File: src/rtl/tft_pattern_timing_gen.sv
// Parametrised TFT panel timing (HD/VD/DENA) and RGB888 test-pattern generator.
// Define TFT_GRADIENT_PATTERN_EN to build the mode-3 gradient; otherwise mode 3 repeats mode 0.
module tft_pattern_timing_gen #(
    parameter int   HPIXELS          = 800,
    parameter int   HFP              = 20,
    parameter int   HSW              = 140,
    parameter int   HBP              = 140,
    parameter int   VLINES           = 480,
    parameter int   VFP              = 3,
    parameter int   VSW              = 10,
    parameter int   VBP              = 7,
    parameter logic HSYNC_POL        = 1'b0,
    parameter logic VSYNC_POL        = 1'b0,
    parameter int   FRAMES_PER_COLOR = 60,
    parameter int   CHECK_LOG2       = 5
) (
    input  logic        CLK,
    input  logic        Reset,
    input  logic [1:0]  Mode,
    output logic        DENA,
    output logic        HD,
    output logic        VD,
    output logic        SC,
    output logic [7:0]  Red,
    output logic [7:0]  Green,
    output logic [7:0]  Blue,
    output logic        FrameStart,
    output logic [10:0] PixelX,
    output logic [10:0] PixelY
);

    localparam int HTOTAL = HSW + HBP + HPIXELS + HFP;
    localparam int VTOTAL = VSW + VBP + VLINES + VFP;

    localparam logic [10:0] H_LAST = 11'(HTOTAL - 1);
    localparam logic [10:0] V_LAST = 11'(VTOTAL - 1);
    localparam logic [10:0] H_SYNC = 11'(HSW);
    localparam logic [10:0] V_SYNC = 11'(VSW);
    localparam logic [10:0] H_ACT0 = 11'(HSW + HBP);
    localparam logic [10:0] H_ACT1 = 11'(HSW + HBP + HPIXELS - 1);
    localparam logic [10:0] V_ACT0 = 11'(VSW + VBP);
    localparam logic [10:0] V_ACT1 = 11'(VSW + VBP + VLINES - 1);

    localparam int BAR_W = HPIXELS / 8;
    localparam int BW    = (BAR_W > 1) ? $clog2(BAR_W) : 1;
    localparam logic [BW-1:0] BAR_LAST = BW'(BAR_W - 1);

    localparam int FW = (FRAMES_PER_COLOR > 1) ? $clog2(FRAMES_PER_COLOR) : 1;
    localparam logic [FW-1:0] FRM_LAST = FW'(FRAMES_PER_COLOR - 1);

    typedef enum logic [1:0] {
        MODE_SOLID = 2'd0,
        MODE_BARS  = 2'd1,
        MODE_CHECK = 2'd2,
        MODE_GRAD  = 2'd3
    } mode_e;

    function automatic logic [23:0] palette(input logic [2:0] idx);
        case (idx)
            3'd0: return 24'hFFFFFF;
            3'd1: return 24'hFF0000;
            3'd2: return 24'h00FF00;
            3'd3: return 24'h0000FF;
            3'd4: return 24'h000000;
            3'd5: return 24'h00FFFF;
            3'd6: return 24'hFF00FF;
            3'd7: return 24'hFFFF00;
        endcase
    endfunction

    // Counter state
    logic [10:0]   h_q, h_d, v_q, v_d;
    logic [FW-1:0] frame_q, frame_d;
    logic [2:0]    colour_q, colour_d;
    mode_e         mode_q, mode_d;
    logic [2:0]    bar_q, bar_d;
    logic [BW-1:0] sub_q, sub_d;

    // Registered outputs
    logic          dena_q, dena_d, hd_q, hd_d, vd_q, vd_d, fs_q, fs_d;
    logic [23:0]   rgb_q, rgb_d;
    logic [10:0]   pxo_q, pxo_d, pyo_q, pyo_d;

    logic          active, frame_end;
    logic [10:0]   px, py;
    logic [23:0]   rgb;

    // NOTE: every variable gets a default at the top so no path leaves it unassigned (no latches).
    always_comb begin
        h_d      = h_q;
        v_d      = v_q;
        frame_d  = frame_q;
        colour_d = colour_q;
        mode_d   = mode_q;
        bar_d    = bar_q;
        sub_d    = sub_q;
        rgb      = 24'h000000;

        active    = (h_q >= H_ACT0) && (h_q <= H_ACT1) && (v_q >= V_ACT0) && (v_q <= V_ACT1);
        frame_end = (h_q == H_LAST) && (v_q == V_LAST);
        px        = h_q - H_ACT0;
        py        = v_q - V_ACT0;

        if (h_q == H_LAST) begin
            h_d = '0;
            v_d = (v_q == V_LAST) ? '0 : v_q + 11'd1;
        end else begin
            h_d = h_q + 11'd1;
        end

        // Mode latch and colour step share the frame-end edge so the next frame sees both.
        if (frame_end) begin
            mode_d = mode_e'(Mode);
            if (frame_q == FRM_LAST) begin
                frame_d  = '0;
                colour_d = colour_q + 3'd1;
            end else begin
                frame_d = frame_q + FW'(1);
            end
        end

        if (active) begin
            if (sub_q == BAR_LAST) begin
                sub_d = '0;
                bar_d = bar_q + 3'd1;
            end else begin
                sub_d = sub_q + BW'(1);
            end
        end else begin
            sub_d = '0;
            bar_d = '0;
        end

        case (mode_q)
            MODE_BARS:  rgb = palette(bar_q);
            MODE_CHECK: rgb = (px[CHECK_LOG2] ^ py[CHECK_LOG2]) ? 24'h000000 : 24'hFFFFFF;
`ifdef TFT_GRADIENT_PATTERN_EN
            MODE_GRAD:  rgb = {px[7:0], py[7:0], px[7:0] ^ py[7:0]};
            default:    rgb = palette(colour_q);
`else
            default:    rgb = palette(colour_q);
`endif
        endcase

        dena_d = active;
        hd_d   = (h_q < H_SYNC) ? HSYNC_POL : ~HSYNC_POL;
        vd_d   = (v_q < V_SYNC) ? VSYNC_POL : ~VSYNC_POL;
        fs_d   = (h_q == 11'd0) && (v_q == 11'd0);
        rgb_d  = active ? rgb : 24'h000000;
        pxo_d  = active ? px : 11'd0;
        pyo_d  = active ? py : 11'd0;
    end

    // NOTE: sequential state uses non-blocking assignments so every register samples pre-edge values.
    always_ff @(negedge CLK) begin
        if (Reset) begin
            h_q      <= '0;
            v_q      <= '0;
            frame_q  <= '0;
            colour_q <= '0;
            mode_q   <= MODE_SOLID;
            bar_q    <= '0;
            sub_q    <= '0;
            dena_q   <= 1'b0;
            hd_q     <= HSYNC_POL;
            vd_q     <= VSYNC_POL;
            fs_q     <= 1'b0;
            rgb_q    <= '0;
            pxo_q    <= '0;
            pyo_q    <= '0;
        end else begin
            h_q      <= h_d;
            v_q      <= v_d;
            frame_q  <= frame_d;
            colour_q <= colour_d;
            mode_q   <= mode_d;
            bar_q    <= bar_d;
            sub_q    <= sub_d;
            dena_q   <= dena_d;
            hd_q     <= hd_d;
            vd_q     <= vd_d;
            fs_q     <= fs_d;
            rgb_q    <= rgb_d;
            pxo_q    <= pxo_d;
            pyo_q    <= pyo_d;
        end
    end

    assign DENA       = dena_q;
    assign HD         = hd_q;
    assign VD         = vd_q;
    assign SC         = 1'b0;
    assign Red        = rgb_q[23:16];
    assign Green      = rgb_q[15:8];
    assign Blue       = rgb_q[7:0];
    assign FrameStart = fs_q;
    assign PixelX     = pxo_q;
    assign PixelY     = pyo_q;

endmodule
File: config.mk
export PLATFORM = sky130hd
export DESIGN_NAME = tft_pattern_timing_gen
export DESIGN_NICKNAME = d
export VERILOG_FILES = /design/src/rtl/tft_pattern_timing_gen.sv
export SDC_FILE = /design/constraint.sdc
export NUM_CORES = 1
export LEC_CHECK = 0
export BUFFER_PORTS_ARGS = -buffer_cell sky130_fd_sc_hd__buf_2
export CAP_MARGIN = 20
export CORE_ASPECT_RATIO = 1.75
export CORE_UTILIZATION = 50
export CTS_BUF_LIST = sky130_fd_sc_hd__clkbuf_8
export CTS_CLUSTER_DIAMETER = 50
export DETAILED_ROUTE_END_ITERATION = 12
export HOLD_SLACK_MARGIN = 0.03
export PLACE_DENSITY = 0.8
export SLEW_MARGIN = 20
export SYNTH_ARGS = -nofsm -noshare
export SYNTH_HDL_FRONTEND = slang
export SYNTH_SLANG_ARGS = --single-unit
export TNS_END_PERCENT = 100
File: constraint.sdc
create_clock -name CLK -period 5.44 [get_ports CLK]
set_clock_uncertainty 0.2 [all_clocks]
set_input_delay 0.816 -clock CLK [delete_from_list [all_inputs] [get_ports CLK]]
set_output_delay 0.816 -clock CLK [all_outputs]
set_load 0.05 [all_outputs]
==> impl_metrics.env <==
export IMPL_crit_path_start_kind="flop"
export IMPL_p_leak_nw=2.197
export IMPL_crit_family="flip-flops"
export IMPL_vias_in_the_first_global_route=3356
export IMPL_reg_area_um2=1562
export IMPL_final_core_utilization_pct=60.15
export IMPL_totalNegativeSetupSlack_ns=0
export IMPL_route_antenna_remaining_nets=0
export IMPL_yosys_cell_count_top_type="sky130_fd_sc_hd__dfxtp_1"
export IMPL_netlist_top_cells_area="sky130_fd_sc_hd__dfxtp_1 41%, sky130_fd_sc_hd__xnor2_1 6.9%, sky130_fd_sc_hd__nor2_1 6.0%, sky130_fd_sc_hd__ha_1 4.9%, sky130_fd_sc_hd__buf_4 4.5%"
export IMPL_whs_path_depth=1
export IMPL_netSwitchingFraction_pct=29.38
export IMPL_clock_sink_count=78
export IMPL_holdWs_ns=0.2497
export IMPL_rsz0062_at_grt="no"
export IMPL_num_vias=3355
export IMPL_crit_reg2reg_launch="h_q[2]$_SDFF_NP0_"
export IMPL_overall_track_demand_over_capacity_in_global_routing_pct=22.95
export IMPL_finalInstanceArea_um2=4382
export IMPL_timing_max_slew_rel_slack_pct=50.36
export IMPL_async_reset_ff_share_pct=0
export IMPL_synth_top_area_share_pct=41.04
export IMPL_first_pass_iters=4
export IMPL_seqPwrFrac_pct=45.1
export IMPL_htreeDepth=3
export IMPL_vdd_ir_drop_max_uv=189.2
export IMPL_buffers_inserted_by_post_cts_timing_repair=0
export IMPL_fp_dieArea_um2=7976
export IMPL_number_of_synthesized_flops_with_an_enable_pin=0
export IMPL_netlist_instances=442
export IMPL_grt_overflow_total=0
export IMPL_viasPerCell=5.377
export IMPL_power_frac_comb_pct=1.9
export IMPL_clk_insertion_delay_late_ns=0.41
export IMPL_area_leader_netlist="sky130_fd_sc_hd__dfxtp_1"
export IMPL_cts_hold_buffers=0
export IMPL_initial_utilization_pct=52.23
export IMPL_detailed_place_area_um2=3894
export IMPL_report_power_total_w=0.001290
export IMPL_wl_met1_um=3049
export IMPL_internal_power_w=0.0009111
export IMPL_cp_buffers_inverters=1
export IMPL_pwr_share_clk_pct=53.0
export IMPL_clockBufferDepth=2
export IMPL_number_of_buffers_created_by_cts=9
export IMPL_flow_area_growth_from_synthesis_pct=15.16
export IMPL_fp_row_count=41
export IMPL_synthDistinctLibCells=52
export IMPL_die_w_um=67.94
export IMPL_number_of_endpoints_failing_setup_at_the_final_stage=0
export IMPL_tightestPinTransition_ns=0.7405
export IMPL_crit_chain="buf_2"
export IMPL_net_switching_power_w=0.0003789
export IMPL_holdCritStartpoint="sub_q[0]$_SDFF_NP0_"
export IMPL_topRoutingLayerUsed="met4"
export IMPL_clk_transition_reported_paths_ns=0.03
export IMPL_n_antenna_cell=0
export IMPL_cp_arrival_ns=3.82
export IMPL_synth_ff_type="sky130_fd_sc_hd__dfxtp_1"
export IMPL_postSynthRegisterBits=78
export IMPL_path_class="reg2out"
export IMPL_root_buffer="sky130_fd_sc_hd__clkbuf_8"
export IMPL_mappedNetlistArea_um2=3805
export IMPL_cts_tree="done"
export IMPL_first_pass_grt_wire_length_um=13970
export IMPL_reg2reg_slack_ns=2.46
export IMPL_cp_max_fo=8
export IMPL_routability_congestion=0.8474
export IMPL_floorplan_io_pins=55
export IMPL_routed_wl_um=8449
export IMPL_met2_length_um=4796
export IMPL_yosysSeqAreaShare_pct=41.04
export IMPL_wl_met3_um=380
export IMPL_drc_errors=0
export IMPL_p_per_area_nw_per_um2=294.4
export IMPL_maxCapViolCount=0
export IMPL_synth_top_cells_by_count="78 x sky130_fd_sc_hd__dfxtp_1, 61 x sky130_fd_sc_hd__nor2_1, 33 x sky130_fd_sc_hd__nand2_1"
export IMPL_die_h_um=117.4
export IMPL_reg2reg_depth=5
export IMPL_timing_max_transition_violations_final=0
export IMPL_multi_input_area_um2=1858
export IMPL_number_of_nets_in_the_layout=553
export IMPL_port_buffers=53
export IMPL_share_of_layout_cells_above_drive_strength_1_pct=14.31
export IMPL_placeableCoreArea_um2=7284
export IMPL_hold_path_endpoint="sub_q[0]$_SDFF_NP0_"
export IMPL_antenna_violations_before_repair=0
export IMPL_cp_slowest_stage_delay_ns=0.40
export IMPL_first_iteration_detailed_routing_drc_count=230
export IMPL_post_drt_wl_per_cell_um=13.54
export IMPL_grt_max_degree=25
export IMPL_place_detailed_hpwl_um=5688
export IMPL_postSynthNetCount=461
export IMPL_critical_path_slowest_cell="sky130_fd_sc_hd__dfxtp_1"
export IMPL_avgSynthCellArea_um2=8.608
export IMPL_worst_setup_path_end_kind="output port"
export IMPL_ys_warnings_count=0
export IMPL_ctsResizeCount=0
export IMPL_status="finished clean"
export IMPL_hold_violations=0
export IMPL_fill_cells=615
export IMPL_worst_endpoint_required_ns=4.42
export IMPL_hold_path_class="reg2reg"
[power by group through the flow]
stage / registers, W / logic [W] / clock network (W)
after floorplan: 0.000591 / 0.0000167 / 0.0000880
after global placement: 0.000590 / 0.0000232 / 0.0000880
after detailed placement: 0.000590 / 0.0000237 / 0.0000880
after CTS: 0.000581 / 0.0000239 / 0.000703
after global routing: 0.000581 / 0.0000262 / 0.000769
final: 0.000582 / 0.0000241 / 0.000684
[placed cells by master (no fill, tap or decap), types with 2 or more instances in the layout]
| cell | n |
|---|---|
| sky130_fd_sc_hd__xnor2_1 | 30 |
| sky130_fd_sc_hd__o21ai_0 | 7 |
| sky130_fd_sc_hd__or4_1 | 5 |
| sky130_fd_sc_hd__nor2_1 | 61 |
| sky130_fd_sc_hd__dfxtp_1 | 78 |
| sky130_fd_sc_hd__nor3b_1 | 3 |
| sky130_fd_sc_hd__and3_1 | 6 |
| sky130_fd_sc_hd__buf_4 | 4 |
| sky130_fd_sc_hd__nand2_1 | 33 |
| sky130_fd_sc_hd__o31a_1 | 2 |
| sky130_fd_sc_hd__a21o_1 | 2 |
| sky130_fd_sc_hd__nand2b_1 | 3 |
| sky130_fd_sc_hd__a21oi_1 | 16 |
| sky130_fd_sc_hd__ha_1 | 15 |
| sky130_fd_sc_hd__nand4_1 | 6 |
| sky130_fd_sc_hd__or4_4 | 2 |
| sky130_fd_sc_hd__bufinv_16 | 2 |
| sky130_fd_sc_hd__nand3_1 | 14 |
| sky130_fd_sc_hd__nand3b_1 | 2 |
| sky130_fd_sc_hd__buf_2 | 53 |
| sky130_fd_sc_hd__nor4_1 | 12 |
| sky130_fd_sc_hd__inv_1 | 100 |
| sky130_fd_sc_hd__mux2i_1 | 4 |
| sky130_fd_sc_hd__a221oi_1 | 3 |
| sky130_fd_sc_hd__o31ai_1 | 2 |
| sky130_fd_sc_hd__o41ai_1 | 2 |
| sky130_fd_sc_hd__clkbuf_8 | 9 |
| sky130_fd_sc_hd__nor4b_1 | 2 |
| sky130_fd_sc_hd__nor3_1 | 16 |
| sky130_fd_sc_hd__or3_1 | 4 |
| sky130_fd_sc_hd__and2_1 | 2 |
| sky130_fd_sc_hd__nor2b_1 | 2 |
| sky130_fd_sc_hd__xor2_1 | 17 |
[kinds of logic (layout without fill, tap and decap cells)]
kind of cell,Yosys count,count (layout),synth area share (%)
mux,5,5,1.348
buf+inv,72,168,10.26
simple gates,181,181,23.81
flops,78,78,41.04
compound gates,43,43,7.695
fa+ha+maj,15,15,4.933
xor+xnor,47,47,10.82
other cells,1,1,0.09856
[registers in the layout, indices dropped and copies added (netlist names), named ones only]
name and count:
rgb_q 3, h_q 11, frame_q 6, colour_q 3, mode_q 2, HD 1
DENA 1, bar_q 3, PixelX 11, sub_q 7, FrameStart 1, v_q 11
VD 1, PixelY 11
[routing by layer]
metal / track usage [%] / up-vias
met5: 0 / -
met4: 17.84 / 0
met3: 7.393 / 20
met2: 39.09 / 93
met1: 20.94 / 1600
li1: - / 1642
[worst max path at each step]
stage	from	to	slack (ns)	depth (start not counted)
after floorplan	Reset	sub_q[2]$_SDFF_NP0_	0.45	6
after detailed placement	Reset	rgb_q[15]$_SDFF_NP0_	0.26	7
after global placement	Reset	sub_q[2]$_SDFF_NP0_	0.40	7
after CTS	rgb_q[22]$_SDFF_NP0_	Red[6]	0.58	1
final	rgb_q[15]$_SDFF_NP0_	Green[5]	0.61	1
after global routing	rgb_q[15]$_SDFF_NP0_	Green[3]	0.48	1
[area by class of cell]
class / count / area share (%)
timing repair buffer: 57 / 6.739
sequential: 78 / 35.64
multi-input combinational: 292 / 42.40
clock inverter: 84 / 8.395
inverter: 18 / 1.542
tap: 86 / 2.456
clock buffer: 9 / 2.827
[per-stage QoR]
step	worst slack (ns)	instances
floorplan	0.4539	442
global placement	0.3982	532
detailed placement	0.2555	532
CTS	0.5769	624
global route	0.4773	624
finish	0.6084	624
No activity file was read; power rests on OpenSTA's default activity.
